===== config.mk =====
export PLATFORM = sky130hd
export DESIGN_NAME = scan_chain_loader_flat
export DESIGN_NICKNAME = d
export VERILOG_FILES = /design/src/rtl/scan_chain_loader_if.sv /design/src/rtl/scan_chain_loader.sv /design/src/flat_wrapper.sv
export SDC_FILE = /design/constraint.sdc
export NUM_CORES = 1
export LEC_CHECK = 0
export CAP_MARGIN = 0
export CELL_PAD_IN_SITES_DETAIL_PLACEMENT = 0
export CELL_PAD_IN_SITES_GLOBAL_PLACEMENT = 1
export CORE_ASPECT_RATIO = 0.75
export CORE_UTILIZATION = 25
export DETAILED_ROUTE_END_ITERATION = 6
export GPL_TIMING_DRIVEN = 0
export PLACE_DENSITY = 0.62
export SLEW_MARGIN = 20
export SYNTH_ARGS = -nofsm -noshare
export SYNTH_HDL_FRONTEND = slang
export SYNTH_SLANG_ARGS = --single-unit

===== constraint.sdc =====
create_clock -name PCLK -period 6.3 [get_ports PCLK]
set_input_delay 0.945 -clock PCLK [delete_from_list [all_inputs] [get_ports PCLK]]
set_output_delay 0.945 -clock PCLK [all_outputs]
set_load 0.05 [all_outputs]

===== src/rtl/scan_chain_loader_if.sv =====
// Word handshake and readback bus between a bitstream source and scan_chain_loader.
// The source drives WDATA/WVALID; the loader answers with WREADY and returns
// the old chain contents on RDATA/RVALID (no backpressure on readback).
interface scan_chain_loader_if;
  logic [31:0] WDATA;
  logic        WVALID;
  logic        WREADY;
  logic [31:0] RDATA;
  logic        RVALID;

  modport master (output WDATA, output WVALID, input WREADY, input RDATA, input RVALID);
  modport slave  (input WDATA, input WVALID, output WREADY, output RDATA, output RVALID);
endinterface


===== src/rtl/scan_chain_loader.sv =====
// Serialises 32-bit configuration words MSB-first into a BLE scan chain and
// captures the bits falling out of the tail so old contents can be read back.
// SE is high only in SHIFT, so the chain is frozen across word gaps.
module scan_chain_loader #(
  parameter int CHAIN_LEN = 66,
  parameter int CW        = $clog2(CHAIN_LEN+1)
) (
  input  logic                PCLK,
  input  logic                RESETN,
  input  logic                START,
  input  logic                ABORT,
  output logic                SE,
  output logic                SIN,
  input  logic                SOUT,
  output logic                BUSY,
  output logic                DONE,
  scan_chain_loader_if.slave  bus
);
  // Wide enough to compare the remaining count against 32 for any CHAIN_LEN.
  localparam int RW = (CW > 6) ? CW : 6;

  typedef enum logic [1:0] {IDLE, WAIT_WORD, SHIFT, FINISH} state_t;

  state_t        state_q, state_d;
  logic [CW-1:0] remaining_q, remaining_d;
  logic [5:0]    wbits_q, wbits_d;
  logic [31:0]   shreg_q, shreg_d;
  logic [31:0]   rshreg_q, rshreg_d;
  logic [5:0]    rcount_q, rcount_d;
  logic [31:0]   rdata_q, rdata_d;
  logic          rvalid_q, rvalid_d;

  logic [RW-1:0] rem_w;
  logic          last_bit;
  logic [31:0]   cap_word;
  logic [5:0]    rcount_inc;

  assign rem_w    = RW'(remaining_q);
  assign last_bit = (wbits_q == 6'd1) && (remaining_q == CW'(1));

  // Next-state, shift and readback-capture logic.
  always_comb begin
    state_d     = state_q;
    remaining_d = remaining_q;
    wbits_d     = wbits_q;
    shreg_d     = shreg_q;
    rshreg_d    = rshreg_q;
    rcount_d    = rcount_q;
    rdata_d     = rdata_q;
    rvalid_d    = 1'b0;
    cap_word    = {rshreg_q[30:0], SOUT};
    rcount_inc  = rcount_q + 6'd1;
    case (state_q)
      IDLE: begin
        // START beats a simultaneous ABORT here since ABORT is not looked at.
        if (START) begin
          remaining_d = CW'(CHAIN_LEN);
          rshreg_d    = '0;
          rcount_d    = '0;
          state_d     = WAIT_WORD;
        end
      end
      WAIT_WORD: begin
        if (ABORT) begin
          state_d = IDLE;
        end else if (bus.WVALID) begin
          shreg_d = bus.WDATA;
          wbits_d = (rem_w >= RW'(32)) ? 6'd32 : 6'(remaining_q);
          state_d = SHIFT;
        end
      end
      SHIFT: begin
        if (ABORT) begin
          state_d = IDLE;
        end else begin
          shreg_d     = {shreg_q[30:0], 1'b0};
          wbits_d     = wbits_q - 6'd1;
          remaining_d = remaining_q - CW'(1);
          rshreg_d    = cap_word;
          rcount_d    = rcount_inc;
          // Full word or final bit: publish, left-aligning a partial word.
          if (rcount_inc == 6'd32 || last_bit) begin
            rvalid_d = 1'b1;
            rdata_d  = cap_word << (6'd32 - rcount_inc);
            rcount_d = '0;
            rshreg_d = '0;
          end
          if (wbits_q == 6'd1)
            state_d = (remaining_q == CW'(1)) ? FINISH : WAIT_WORD;
        end
      end
      FINISH:  state_d = IDLE;
      default: state_d = IDLE;
    endcase
  end

  // State and datapath registers; reset clears everything asynchronously.
  always_ff @(posedge PCLK or negedge RESETN) begin
    if (!RESETN) begin
      state_q     <= IDLE;
      remaining_q <= '0;
      wbits_q     <= '0;
      shreg_q     <= '0;
      rshreg_q    <= '0;
      rcount_q    <= '0;
      rdata_q     <= '0;
      rvalid_q    <= 1'b0;
    end else begin
      state_q     <= state_d;
      remaining_q <= remaining_d;
      wbits_q     <= wbits_d;
      shreg_q     <= shreg_d;
      rshreg_q    <= rshreg_d;
      rcount_q    <= rcount_d;
      rdata_q     <= rdata_d;
      rvalid_q    <= rvalid_d;
    end
  end

  // Outputs decode registered state only, so reset drops SE without a clock.
  assign SE         = (state_q == SHIFT);
  assign SIN        = SE & shreg_q[31];
  assign BUSY       = (state_q != IDLE);
  assign DONE       = (state_q == FINISH);
  assign bus.WREADY = (state_q == WAIT_WORD);
  assign bus.RDATA  = rdata_q;
  assign bus.RVALID = rvalid_q;
endmodule


===== src/flat_wrapper.sv =====
// flat-port wrapper written by rule: the top's interface ports become plain ports
module scan_chain_loader_flat 
#(
  parameter int CHAIN_LEN = 66,
  parameter int CW        = $clog2(CHAIN_LEN+1)
)
  (PCLK, RESETN, START, ABORT, SE, SIN, SOUT, BUSY, DONE, bus_WDATA, bus_WVALID, bus_WREADY, bus_RDATA, bus_RVALID);
  scan_chain_loader_if bus_i ();
  input  logic PCLK;
  input  logic RESETN;
  input  logic START;
  input  logic ABORT;
  output logic SE;
  output logic SIN;
  input  logic SOUT;
  output logic BUSY;
  output logic DONE;
  input wire logic [$bits(bus_i.WDATA)-1:0] bus_WDATA;
  input wire logic [$bits(bus_i.WVALID)-1:0] bus_WVALID;
  output wire logic [$bits(bus_i.WREADY)-1:0] bus_WREADY;
  output wire logic [$bits(bus_i.RDATA)-1:0] bus_RDATA;
  output wire logic [$bits(bus_i.RVALID)-1:0] bus_RVALID;
  assign bus_i.WDATA = bus_WDATA;
  assign bus_i.WVALID = bus_WVALID;
  assign bus_WREADY = bus_i.WREADY;
  assign bus_RDATA = bus_i.RDATA;
  assign bus_RVALID = bus_i.RVALID;
  scan_chain_loader #(.CHAIN_LEN(CHAIN_LEN), .CW(CW)) u_core (.PCLK(PCLK), .RESETN(RESETN), .START(START), .ABORT(ABORT), .SE(SE), .SIN(SIN), .SOUT(SOUT), .BUSY(BUSY), .DONE(DONE), .bus(bus_i));
endmodule

==> run_summary.xml <==
<?xml version="1.0" encoding="UTF-8"?>
<metrics>
  <group name="pwr">
    <metric name="vdd_ir_drop_max" unit="mV">0.120</metric>
    <metric name="p_clk_share" unit="%">41.0</metric>
    <metric name="total_switching_power" unit="W">0.000828</metric>
    <metric name="seq_power_share" unit="%">36.4</metric>
    <metric name="p_leak" unit="nW">3.49</metric>
    <metric name="design_power_total" unit="W">0.00258</metric>
    <metric name="fraction_of_power_consumed_by_combinational_cells" unit="%">22.6</metric>
    <metric name="power_per_cell_area" unit="mW/mm^2">294</metric>
    <metric name="cellInternalPower" unit="W">0.00175</metric>
    <metric name="swShare" unit="%">32.2</metric>
  </group>
  <group name="timing">
    <metric name="finalHoldViolations" unit="">0</metric>
    <metric name="fmax" unit="MHz">279</metric>
    <metric name="final-max-slew-violation-count" unit="">0</metric>
    <metric name="min_period_over_period" unit="%">57.0</metric>
    <metric name="worst_hold_margin" unit="ps">380</metric>
    <metric name="worstMarginPinSlew" unit="ps">911</metric>
    <metric name="unrepaired_setup_endpoints_after_global_routing" unit="">no</metric>
    <metric name="fin_skew" unit="ps">11.0</metric>
    <metric name="timing.final.crit_period" unit="ps">3590</metric>
    <metric name="final.setup.worst_slack" unit="ps">2710</metric>
    <metric name="finalSetupViolCount" unit="">0</metric>
    <metric name="timing.max_slew.rel_slack" unit="%">39.0</metric>
  </group>
  <group name="run_status">
    <metric name="run_status" unit="">completed</metric>
  </group>
  <group name="logic_synthesis">
    <metric name="postSynthRegisterBits" unit="">117</metric>
    <metric name="synthMuxAreaShare" unit="%">13.6</metric>
    <metric name="synth-main-ff-cell" unit="">dfrtp_1</metric>
    <metric name="synthesis.area_per_instance" unit="um^2">9.27</metric>
    <metric name="postSynthCellCount" unit="">746</metric>
    <metric name="postSynthNetCount" unit="">790</metric>
    <metric name="synth_area" unit="mm^2">0.00692</metric>
    <metric name="synth_sequential_area_ratio" unit="%">42.3</metric>
    <metric name="yosysWarningCount" unit="">0</metric>
    <metric name="synth.distinct_cells" unit="">58</metric>
    <metric name="synth-xor-area-share" unit="%">0.886</metric>
    <metric name="synth_compound_gate_area_share" unit="%">20.3</metric>
    <metric name="synth_async_sr_flop_share" unit="%">100</metric>
    <metric name="synth_edf_count" unit="">0</metric>
    <metric name="yosys.area_share.adder" unit="%">1.08</metric>
    <metric name="dominant_combinational_cell_family_by_area_after_synthesis" unit="">compound AO/OA/AOI/OAI gates</metric>
    <metric name="synth_simple_gate_area_share" unit="%">17.1</metric>
  </group>
  <group name="run">
    <metric name="number_of_maximum_capacitance_violations" unit="">0</metric>
  </group>
  <group name="detailed_routing">
    <metric name="drt_iter0_drc" unit="">576</metric>
    <metric name="routed_wire_length_per_instance" unit="um">18.1</metric>
    <metric name="num_vias" unit="">6243</metric>
    <metric name="via_per_inst" unit="">5.18</metric>
    <metric name="drc_errors" unit="">0</metric>
    <metric name="routed_wl" unit="mm">21.9</metric>
    <metric name="first_pass_iters" unit="">5</metric>
    <metric name="final_antenna_net_count" unit="">0</metric>
  </group>
  <group name="finish">
    <metric name="layout-area-overhead-vs-synth" unit="%">26.8</metric>
    <metric name="diodes" unit="">0</metric>
    <metric name="num-nets-final" unit="">885</metric>
    <metric name="final_layout_size_suffix_gt1_share" unit="%">12.1</metric>
  </group>
  <group name="floorplanning">
    <metric name="fp.dieW" unit="um">194</metric>
    <metric name="die_h" unit="um">146</metric>
    <metric name="initial_cell_density_of_the_core" unit="%">25.6</metric>
    <metric name="floorplan.die_area" unit="mm^2">0.0284</metric>
    <metric name="std_cell_rows" unit="">52</metric>
    <metric name="ios" unit="">76</metric>
    <metric name="core_ar" unit="mm^2">0.0271</metric>
  </group>
  <group name="cts">
    <metric name="cts_hold_repair.buffers" unit="">0</metric>
    <metric name="post-cts-setup-buffer-count" unit="">0</metric>
    <metric name="cts.reportedPaths.clkPinSlew" unit="ps">60</metric>
    <metric name="cts_buffer_depth" unit="">2</metric>
    <metric name="ctsResizeCount" unit="">0</metric>
    <metric name="source_to_sink_clock_delay_at_the_later_pin_of_the_worst_skew_pair" unit="ps">430</metric>
    <metric name="clock_tree.htree_level_count" unit="">4</metric>
    <metric name="tritoncts_clock_tree" unit="">done</metric>
    <metric name="root_buffer" unit="">clkbuf_16</metric>
    <metric name="cts.sinks" unit="">117</metric>
    <metric name="cts_made_buffers" unit="">17</metric>
  </group>
  <group name="critical_path">
    <metric name="r2r_cell_count" unit="">8</metric>
    <metric name="cpPeakStageDelay" unit="ps">800</metric>
    <metric name="cpMaxStageDelayCell" unit="">clkdlybuf4s50_1</metric>
    <metric name="series_of_cell_instances_along_the_critical_path" unit="">nand2b_1 &gt; inv_1 &gt; clkbuf_1 &gt; and2_1 &gt; clkdlybuf4s50_1</metric>
    <metric name="timing.critical_path.to_type" unit="">output port</metric>
    <metric name="critical_path.reg2reg.startpoint" unit="">u_core.rcount_q[1]$_DFFE_PN0P_</metric>
    <metric name="critical_path_depth" unit="">5</metric>
    <metric name="worstPathMaxFanout" unit="">10</metric>
    <metric name="critical_path.n_buffers_inverters" unit="">3</metric>
    <metric name="crit_type" unit="">flop to output port</metric>
    <metric name="cp-start-kind" unit="">flop</metric>
    <metric name="crit_family" unit="">buffers and inverters</metric>
    <metric name="rrSetupSlack" unit="ps">3240</metric>
    <metric name="cp_data_arrival_time" unit="ps">2650</metric>
    <metric name="cp_data_required_time" unit="ps">5350</metric>
    <metric name="crit-reg2reg-capture" unit="">u_core.bus.RDATA[25]$_DFFE_PN0P_</metric>
  </group>
  <group name="placement">
    <metric name="detailed_placement_wirelength_estimate" unit="mm">15.8</metric>
    <metric name="gpl.final_weighted_congestion" unit="">0.905</metric>
    <metric name="count_of_buffers_from_port_buffering" unit="">75</metric>
    <metric name="worst_setup_slack_before_clock_tree_synthesis" unit="ps">2920</metric>
  </group>
  <group name="global_route">
    <metric name="grt_antenna_before_repair" unit="">0</metric>
    <metric name="global_route.overflow_total" unit="">0</metric>
    <metric name="grt_start_max_net_pins" unit="">86</metric>
    <metric name="grt.total_usage" unit="%">15.8</metric>
    <metric name="grt_first_pass_wirelength" unit="mm">35.2</metric>
    <metric name="grt_pass1_vias" unit="">6071</metric>
  </group>
  <group name="min_path">
    <metric name="hold_path_class" unit="">input pin to asynchronous set/reset pin</metric>
  </group>
</metrics>
==> power by group through the flow <==
stage	sequential, W	clock [W]	combinational [W]
2_1_floorplan	0.000927	0	0.000397
3_3_place_gp	0.000945	0	0.000573
3_5_place_dp	0.000946	0	0.000575
4_1_cts	0.000934	0.00107	0.000577
5_1_grt	0.000950	0.00111	0.000646
6_report	0.000936	0.00106	0.000582
==> metal layers <==
metal	global-route usage, %	vias to the layer above	part of all wire [%]
li1	-	2911	-
met1	24.3	3100	51
met2	20.5	214	40
met3	5.11	16	8.2
met4	4.25	2	0.77
met5	1.68	-	0.31
==> cells by family after synthesis <==
family | count (synthesis)
buffers and inverters | 67
multiplexers | 74
adder cells (fa/ha/maj) | 6
flip-flops | 117
XOR/XNOR | 7
AO/OA/AOI/OAI | 207
AND/OR/NAND/NOR | 268
==> cell usage after synthesis, types with 14 or more instances <==
| cell type | number | area, um^2 |
|---|---|---|
| a21oi_1 | 33 | 165 |
| a22o_1 | 37 | 324 |
| a31oi_1 | 33 | 206 |
| clkbuf_1 | 29 | 109 |
| dfrtp_1 | 117 | 2930 |
| mux2_2 | 20 | 225 |
| mux2i_1 | 40 | 400 |
| mux4_2 | 14 | 315 |
| nand2_1 | 134 | 503 |
| nand2b_1 | 14 | 87.6 |
| nor2_1 | 62 | 233 |
| nor3_1 | 14 | 70.1 |
| o21ai_0 | 33 | 165 |
==> worst max-delay path by stage <==
stage                                  startpoint                                to  slack [ps]
floorplan           u_core.state_q[0]$_DFFE_PN0P_                               SIN        3500
global placement                           RESETN  u_core.bus.RDATA[29]$_DFFE_PN0P_        -720
detailed placement                          ABORT    u_core.rshreg_q[3]$_DFFE_PN0P_        2920
CTS                 u_core.state_q[0]$_DFFE_PN0P_                               SIN        2690
global route        u_core.state_q[0]$_DFFE_PN0P_                               SIN        2530
finish              u_core.state_q[0]$_DFFE_PN0P_                               SIN        2710
==> registers in the layout, indices dropped and copies added (netlist names) <==
name and count:
u_core.rem_w 7, u_core.rshreg_q 31, u_core.bus.RVALID 1, u_core.shreg_q 32
u_core.wbits_q 6, u_core.state_q 2, u_core.rcount_q 6, u_core.bus.RDATA 32
==> through the flow <==
step                setup TNS [ps]  utilization [%]  cells  area [um^2]
floorplan                        0                -    746         6920
global placement            -81700             30.0   1172         8110
detailed placement               0             30.1   1173         8140
CTS                              0             32.4   1205         8770
global route                     0             32.4   1205         8770
finish                           0             32.4   1205         8770
==> final cells by class <==
class	instances	area, um^2
Fill cell	2801	18300
Multi-Input combinational cell	562	3660
Sequential cell	117	2930
Timing Repair Buffer	76	783
Tap cell	351	439
Clock buffer	18	429
Buffer	55	282
Clock inverter	14	203
Inverter	12	46.3
==> placed cells by master (no fill, tap or decap), types with 14 or more instances in the layout <==
| cell | n |
|---|---|
| mux2_2 | 20 |
| nor3_1 | 14 |
| o21ai_0 | 33 |
| mux4_2 | 14 |
| nand2_1 | 134 |
| a21oi_1 | 33 |
| clkbuf_1 | 30 |
| dfrtp_1 | 117 |
| a22o_1 | 37 |
| nor2_1 | 62 |
| mux2i_1 | 40 |
| a31oi_1 | 33 |
| clkdlybuf4s50_1 | 74 |
| nand2b_1 | 14 |
| clkbuf_16 | 17 |
No activity file was read; power rests on OpenSTA's default activity.
